--- src/rtl/dma_pkg.sv ---
// Shared types and constants for the OAM DMA engine.
// The MMU decodes DMA_REG_ADDR and produces the engine's start pulse.
package dma_pkg;

    typedef enum logic [1:0] {
        IDLE,
        STARTUP,
        XFER
    } dma_state_t;

    localparam logic [15:0] DMA_OAM_BASE   = 16'hFE00;
    localparam int          DMA_OAM_LEN    = 160;
    localparam int          DMA_T_PER_BYTE = 4;
    localparam logic [15:0] DMA_REG_ADDR   = 16'hFF46;

    // Pages 0xE0-0xFF are echo RAM; fold them back onto WRAM at 0xC0-0xDF.
    function automatic logic [7:0] dma_eff_page(input logic [7:0] page);
        return (page >= 8'hE0) ? (page & 8'hDF) : page;
    endfunction

endpackage

--- src/rtl/oam_dma.sv ---
// OAM DMA bus initiator: copies OAM_LEN bytes from a source page to OAM,
// one byte per M-cycle, after a one M-cycle startup delay.
module oam_dma
    import dma_pkg::*;
#(
    parameter logic [15:0] OAM_BASE   = DMA_OAM_BASE,
    parameter int          OAM_LEN    = DMA_OAM_LEN,
    parameter int          T_PER_BYTE = DMA_T_PER_BYTE
) (
    input  logic        clk,
    input  logic        reset,
    input  logic        start,
    input  logic [7:0]  src_page,
    output logic [15:0] bus_addr,
    output logic        bus_read,
    output logic        bus_write,
    output logic [7:0]  bus_wdata,
    input  logic [7:0]  bus_rdata,
    output logic        busy,
    output logic        cpu_block
);

    localparam logic [7:0] LP_LAST_IDX     = 8'(OAM_LEN - 1);
    localparam logic [7:0] LP_STARTUP_LAST = 8'(T_PER_BYTE - 1);

    dma_state_t  r_state, w_state_nxt;
    logic [7:0]  r_page,  w_page_nxt;
    logic [7:0]  r_idx,   w_idx_nxt;
    logic [1:0]  r_ph,    w_ph_nxt;
    logic [7:0]  r_cnt,   w_cnt_nxt;
    logic [15:0] r_addr,  w_addr_nxt;
    logic [7:0]  r_wdata, w_wdata_nxt;
    logic        r_read,  w_read_nxt;
    logic        r_write, w_write_nxt;
    logic        r_busy,  w_busy_nxt;
    logic        r_block, w_block_nxt;

    // Every output is computed one clock ahead and registered, so strobes and
    // status line up exactly with the state they describe.
    always_comb begin
        // NOTE: every next-value gets a default first so no path infers a latch.
        w_state_nxt = r_state;
        w_page_nxt  = r_page;
        w_idx_nxt   = r_idx;
        w_ph_nxt    = r_ph;
        w_cnt_nxt   = r_cnt;
        w_addr_nxt  = r_addr;
        w_wdata_nxt = r_wdata;
        w_read_nxt  = 1'b0;
        w_write_nxt = 1'b0;
        w_busy_nxt  = r_busy;
        w_block_nxt = r_block;

        unique case (r_state)
            IDLE: begin
            end
            STARTUP: begin
                w_cnt_nxt = r_cnt + 8'd1;
                if (r_cnt == LP_STARTUP_LAST) begin
                    w_state_nxt = XFER;
                    w_ph_nxt    = 2'd0;
                    w_read_nxt  = 1'b1;
                    w_addr_nxt  = {r_page, r_idx};
                    w_block_nxt = 1'b1;
                end
            end
            XFER: begin
                w_ph_nxt = r_ph + 2'd1;
                case (r_ph)
                    // Read data is valid now; capture it straight into the write register.
                    2'd1: begin
                        w_write_nxt = 1'b1;
                        w_addr_nxt  = OAM_BASE + {8'h00, r_idx};
                        w_wdata_nxt = bus_rdata;
                    end
                    2'd3: begin
                        if (r_idx == LP_LAST_IDX) begin
                            w_state_nxt = IDLE;
                            w_busy_nxt  = 1'b0;
                            w_block_nxt = 1'b0;
                        end else begin
                            w_idx_nxt  = r_idx + 8'd1;
                            w_read_nxt = 1'b1;
                            w_addr_nxt = {r_page, r_idx + 8'd1};
                        end
                    end
                    default: begin
                    end
                endcase
            end
            default: w_state_nxt = IDLE;
        endcase

        // A start in any state restarts the copy and drops any pending strobe.
        if (start) begin
            w_state_nxt = STARTUP;
            w_page_nxt  = dma_eff_page(src_page);
            w_idx_nxt   = 8'd0;
            w_ph_nxt    = 2'd0;
            w_cnt_nxt   = 8'd0;
            w_read_nxt  = 1'b0;
            w_write_nxt = 1'b0;
            w_busy_nxt  = 1'b1;
            w_block_nxt = 1'b0;
        end
    end

    // NOTE: sequential state uses non-blocking assignments only.
    always_ff @(posedge clk or posedge reset) begin
        if (reset) begin
            r_state <= IDLE;
            r_page  <= 8'd0;
            r_idx   <= 8'd0;
            r_ph    <= 2'd0;
            r_cnt   <= 8'd0;
            r_addr  <= 16'd0;
            r_wdata <= 8'd0;
            r_read  <= 1'b0;
            r_write <= 1'b0;
            r_busy  <= 1'b0;
            r_block <= 1'b0;
        end else begin
            r_state <= w_state_nxt;
            r_page  <= w_page_nxt;
            r_idx   <= w_idx_nxt;
            r_ph    <= w_ph_nxt;
            r_cnt   <= w_cnt_nxt;
            r_addr  <= w_addr_nxt;
            r_wdata <= w_wdata_nxt;
            r_read  <= w_read_nxt;
            r_write <= w_write_nxt;
            r_busy  <= w_busy_nxt;
            r_block <= w_block_nxt;
        end
    end

    assign bus_addr  = r_addr;
    assign bus_read  = r_read;
    assign bus_write = r_write;
    assign bus_wdata = r_wdata;
    assign busy      = r_busy;
    assign cpu_block = r_block;

endmodule

--- config.mk ---
export PLATFORM = sky130hd
export DESIGN_NAME = oam_dma
export DESIGN_NICKNAME = d
export VERILOG_FILES = /design/src/rtl/dma_pkg.sv /design/src/rtl/oam_dma.sv
export SDC_FILE = /design/constraint.sdc
export NUM_CORES = 1
export LEC_CHECK = 0
export CAP_MARGIN = 5
export CORE_MARGIN = 2
export CORE_UTILIZATION = 25
export DETAILED_ROUTE_END_ITERATION = 6
export PLACE_DENSITY = 0.46
export SLEW_MARGIN = 0
export SYNTH_ARGS = -nofsm -noshare
export SYNTH_HDL_FRONTEND = slang
export SYNTH_SLANG_ARGS = --single-unit
--- constraint.sdc ---
create_clock -name clk -period 4.05 [get_ports clk]
set_clock_uncertainty 0.1 [all_clocks]
set_input_delay 0.405 -clock clk [delete_from_list [all_inputs] [get_ports clk]]
set_output_delay 0.405 -clock clk [all_outputs]
set_load 0.005 [all_outputs]
# [After elaboration in Yosys (flattened, before gate mapping)]
# Cells that the tools add are included.
[totals] romBits=0 out_inout_bits=28 reg_bits=56 mem_bits_rw=0 input_bits=19 latchBits=0 wordCells=78 memories=0
[op_classes] muxes=34 add_sub_neg=4 div_mod_pow=0 eq_ne=14 order_cmp=1 reduce_logical=14 bitwise=0 shifts=0 mul=0
[ops] op="one-hot mux 16 bit (2 select lines)" count=2
[ops] op="two-way mux 8 bit" count=6
[ops] op="two-way mux 16 bit" count=2
[ops] op="adder 8 x 1 -> 8 bit, second input constant" count=2
[ops] op="two-way mux 1 bit" count=13
[ops] op="two-way mux 2 bit" count=6
[ops] op="inequality test 3 bit, second input constant" count=4
[ops] op="AND reduction 4 bit" count=3
[ops] op="adder 10 x 9 -> 11 bit, first input constant" count=1
[ops] op="nonzero test 2 bit" count=5
[ops] op="== test 8 x 2 -> 1 bit, second input constant" count=1
[ops] op="== test 8 bit, second input constant" count=1
[ops] op="greater-or-equal comparator 8 bit, second input constant" count=1
[ops] op="two-way mux 6 bit" count=1
[ops] op="inequality test 2 bit, second input constant" count=3
[ops] op="one-hot mux 2 bit (3 select lines)" count=1
[ops] op="AND reduction 3 bit" count=2
[ops] op="== test 2 x 1 -> 1 bit, second input constant" count=2
[ops] op="== test 2 bit, second input constant" count=2
[ops] op="one-hot mux 1 bit (2 select lines)" count=2
[ops] op="one-hot mux 2 bit (2 select lines)" count=1
[ops] op="AND reduction 2 bit" count=2
[ops] op="inequality test 3 x 2 -> 1 bit, second input constant" count=1
[ops] op="nonzero test 3 bit" count=1
[ops] op="other kinds (2)" count=2

# [Longest topological paths before layout]
[depth] depth_word=5 ltp_mapped=7 ltp_nobuf=6

# [Worst setup path before layout]
# OpenSTA, ideal clock, no wires.
[synth_path] path_type="reg2reg" start="reg r_state[0]" end="reg r_addr[1] (netlist: bus_addr[1])" path_buffers=1 slack_ps=1950 setup_time_ps=125 period_less_slack_ps=2100 required_time_ps=3825 stages_incl_launch_ff=8 arrival_ps=1875 cell_sequence="dfrtp_1 inv_1 ha_1 nand2b_1 o21ai_0 nor3b_4 buf_12 mux2_4"
[synth_via] elab_chain_len=3 elab_cells_between_ends=8 cone_classes="eq/ne: 5; mux: 1; reduce/logical: 2"
[synth_rtl] element="start, declared" line_no="oam_dma.sv:26" rtl="dma_state_t r_state, w_state_nxt;"
[synth_rtl] element="start signal, assigned" line_no="oam_dma.sv:123" rtl="r_state <= w_state_nxt;"
[synth_rtl] element="== test 2 bit or == test 2 x 1 -> 1 bit (tied branches)" line_no="oam_dma.sv:54" rtl="unique case (r_state)"
[synth_rtl] element="inequality test 3 x 2 -> 1 bit (no line) (tied with other cells)"
[synth_rtl] element="AND reduction 4 bit (no line)"
[synth_rtl] element="end signal, assigned" line_no="oam_dma.sv:128" rtl="r_addr <= w_addr_nxt;"
[synth_rtl] element="end, declared" line_no="oam_dma.sv:31" rtl="logic [15:0] r_addr, w_addr_nxt;"
# Parallel ways exist; a longest one is shown, timed or not.
# A chain may end at the register's enable or synchronous reset.

# [Worst setup path after layout]
# Same ends and word-level chain as after synthesis.

==> key figures <==
Layout
  • Share of layout cells above drive strength 1: 0.189
  • Commonest non-fill, non-tap cell in the layout: dfrtp_1
  • Register Area: 1400 um^2
  • Final Net Count: 295
  • Most frequent cells in the layout: dfrtp_1 (56), clkdlybuf4s50_1 (46), mux2_2 (22), nand2_1 (15), nor2_1 (13)
  • Area occupied by multi-input gates: 1150 um^2
  • Final Core Density: 0.326
  • Area growth from synthesis to layout: 27.6%
  • ANT cells: 0
  • Layout fillers: 1074

Die
  • Die Y: 106 um
  • Starting Density: 0.255
  • Core area: 10300 um^2
  • Die width: 106 um
  • Row count: 37
  • Ports: 47
  • Total Die Area: 11300 um^2

Synthesis
  • Synthesized flop and latch total: 56
  • Post-synthesis compound-gate area fraction: 0.0596
  • EDFF count, synth: 0
  • Sequential fraction of the synthesis area: 0.534
  • Mux contribution to synthesized area: 0.152
  • Syn nets: 245
  • Xor/xnor share of the synthesized area: 0.0400
  • Largest family of logic cells by synthesized area: simple AND/OR/NAND/NOR gates
  • Synth area leaders: dfrtp_1 (53%), mux2_2 (9.4%), mux2_4 (4.6%)
  • Mean Syn Cell Area: 12.0 um^2
  • Post-Synth Simple-Gate Area: 0.152
  • Synth Cell Area: 2630 um^2
  • Ys async rst share: 1.00
  • Synth area leader: dfrtp_1
  • Ys Warns: 0
  • Share of the synthesized area in the top cell type: 0.534
  • Netlist cell types: 37
  • Synth Area in Adders: 0.0334
  • Post-Synthesis Cells: 219
  • Most frequently used flop master after synthesis: dfrtp_1

Run status
  • Status: complete, no violations

CTS
  • Clk_lat worst skew: 310 ps
  • Root buffer cell: clkbuf_8
  • CTS resizes: 0
  • Clk pin slew, worst setup/hold paths: 110 ps
  • Clk buf depth: 2
  • CTS tree: yes
  • Num CTS Buffers: 5
  • Sinks on Clock Net: 56
  • CTS H-tree lvls: 2
  • # Post-CTS Setup Buffers: 0
  • Hold Buf Count CTS: 0

Timing
  • Worst slew margin: 0.396
  • Max Fclk: 361 MHz
  • Fin. max-slew vios: 0
  • Final count of negative-setup-slack endpoints: 0
  • Hold Violations, Final: 0
  • Setup TNS: 0 ps
  • Post-route clock period utilization: 0.685
  • RSZ-0062 raised after global routing: false
  • Worst-Margin Slew: 905 ps
  • Final Critical Period: 2770 ps
  • Worst setup margin: 1280 ps
  • Worst hold margin: 408 ps

Global routing
  • GRT met1 Usage: 0.143
  • GR peak layer: met2
  • Remaining Overflow, GRT: 0
  • Grt met3 use: 0.0245
  • Global-route wire length before repair: 9050 um
  • Largest net degree at the start of global routing: 38
  • Met2 Track Usage GR: 0.147
  • Total GRT Usage: 0.0996
  • Vias in the first global route: 1815
  • Initial antenna violation count: 0

Critical path
  • CP max stage cell: nor3b_4
  • Crit path launch type: flop
  • Reg2reg start: r_state[0]
  • Critical path arrival: 2870 ps
  • CP max stage delay: 780 ps
  • CP Data Required Time: 4150 ps
  • CP bufs+invs: 2
  • CP Max Fanout: 15
  • Setup CP Type: reg -> reg
  • Crit. End Element: flop
  • Top delay family on crit path: simple AND/OR/NAND/NOR gates
  • Crit-path cells: inv_1, ha_1, nand2b_1, o21ai_0, nor3b_4, buf_4, mux2_4
  • Crit. Startpoint: r_state[0]

Run
  • Max-cap viol count: 0

Detailed routing
  • Vias per std cell: 4.29
  • WL final: 5290 um
  • Remaining antenna violation count after routing: 0
  • DRT iter0 DRCs: 80
  • Routed via count: 1741
  • DR DRC count: 0
  • DR pass1 iterations: 4
  • DR WL/cell: 13.0 um

Hold path
  • Hold Crit Class: reg -> reg
  • HP Start: r_page[7]

Pwr
  • Design Power: 1.47 mW
  • Power per Cell Area: 438 nW/um^2
  • VDD IR-drop max: 0.000150 V
  • Static Leak: 1.43 nW

Placed design
  • Port Buffers: 46
  • Detail Placement HPWL: 3650 um
  • Gp weighted congestion: 0.773
  • Pre-CTS setup slack: 1190 ps
[metal layers]
metal  routed length, um  share of wire  vias up
met5                   0              0        -
met4                  69          0.013        0
met3                 215          0.041        7
met2                2370           0.45       34
met1                2640           0.50      841
li1                    -              -      859
[area by class of cell]
| cell class | count | share of cell area |
|---|---|---|
| sequential | 56 | 0.418 |
| multi-input combinational | 147 | 0.342 |
| timing repair buffer | 49 | 0.144 |
| tap | 136 | 0.0508 |
| clock buffer | 6 | 0.0217 |
| clock inverter | 2 | 0.0116 |
| inverter | 10 | 0.0112 |
[path summary, 6_finish.rpt]
kind	slack [ps]	endpoint	cells past startpoint
min in group asynchronous	450	bus_wdata[3]	2
max	1280	bus_addr[1]	7
min reg2reg	410	r_page[7]	1
min	410	r_page[7]	1
max in group asynchronous	2610	busy	3
max reg2reg	1280	bus_addr[1]	7
[Yosys cell counts, types with 4 or more instances]
master and instances:
dfrtp_1 56, mux2_2 22, nand2_1 15, nor2_1 13, inv_1 10, nand2b_1 9, o21ai_0 9, a21oi_1 8
mux2_4 8, xor2_1 8, ha_1 7, nand3_1 6, clkbuf_1 4, nand4_1 4, nor3_1 4, xnor2_1 4
[logic make-up (layout without fill, tap and decap cells)]
kind of cell | after synthesis | in the layout
AND/OR/NAND/NOR | 69 | 69
multiplexers | 33 | 33
AO/OA/AOI/OAI | 26 | 26
flip-flops | 56 | 56
buffers and inverters | 16 | 67
adder cells (fa/ha/maj) | 7 | 7
XOR/XNOR | 12 | 12
[flip-flops by register name, indices dropped and copies added (netlist names)]
signal / cells
bus_write: 1
bus_addr: 16
r_ph: 2
r_page: 8
bus_read: 1
busy: 1
r_state: 2
bus_wdata: 8
r_idx: 8
r_cnt: 8
cpu_block: 1
[where the power goes]
group / switching (mW) / internal [mW]
Clock: 0.185 / 0.187
Sequential: 0.0467 / 0.632
Combinational: 0.175 / 0.240
Total: 0.407 / 1.06
[through the flow]
stage	instance area [um^2]	instances
after floorplan	2630	219
after global placement	3240	398
after detailed placement	3240	398
after CTS	3350	406
after global routing	3350	406
final	3350	406
Note: power is estimated with default switching activity, not from simulation.
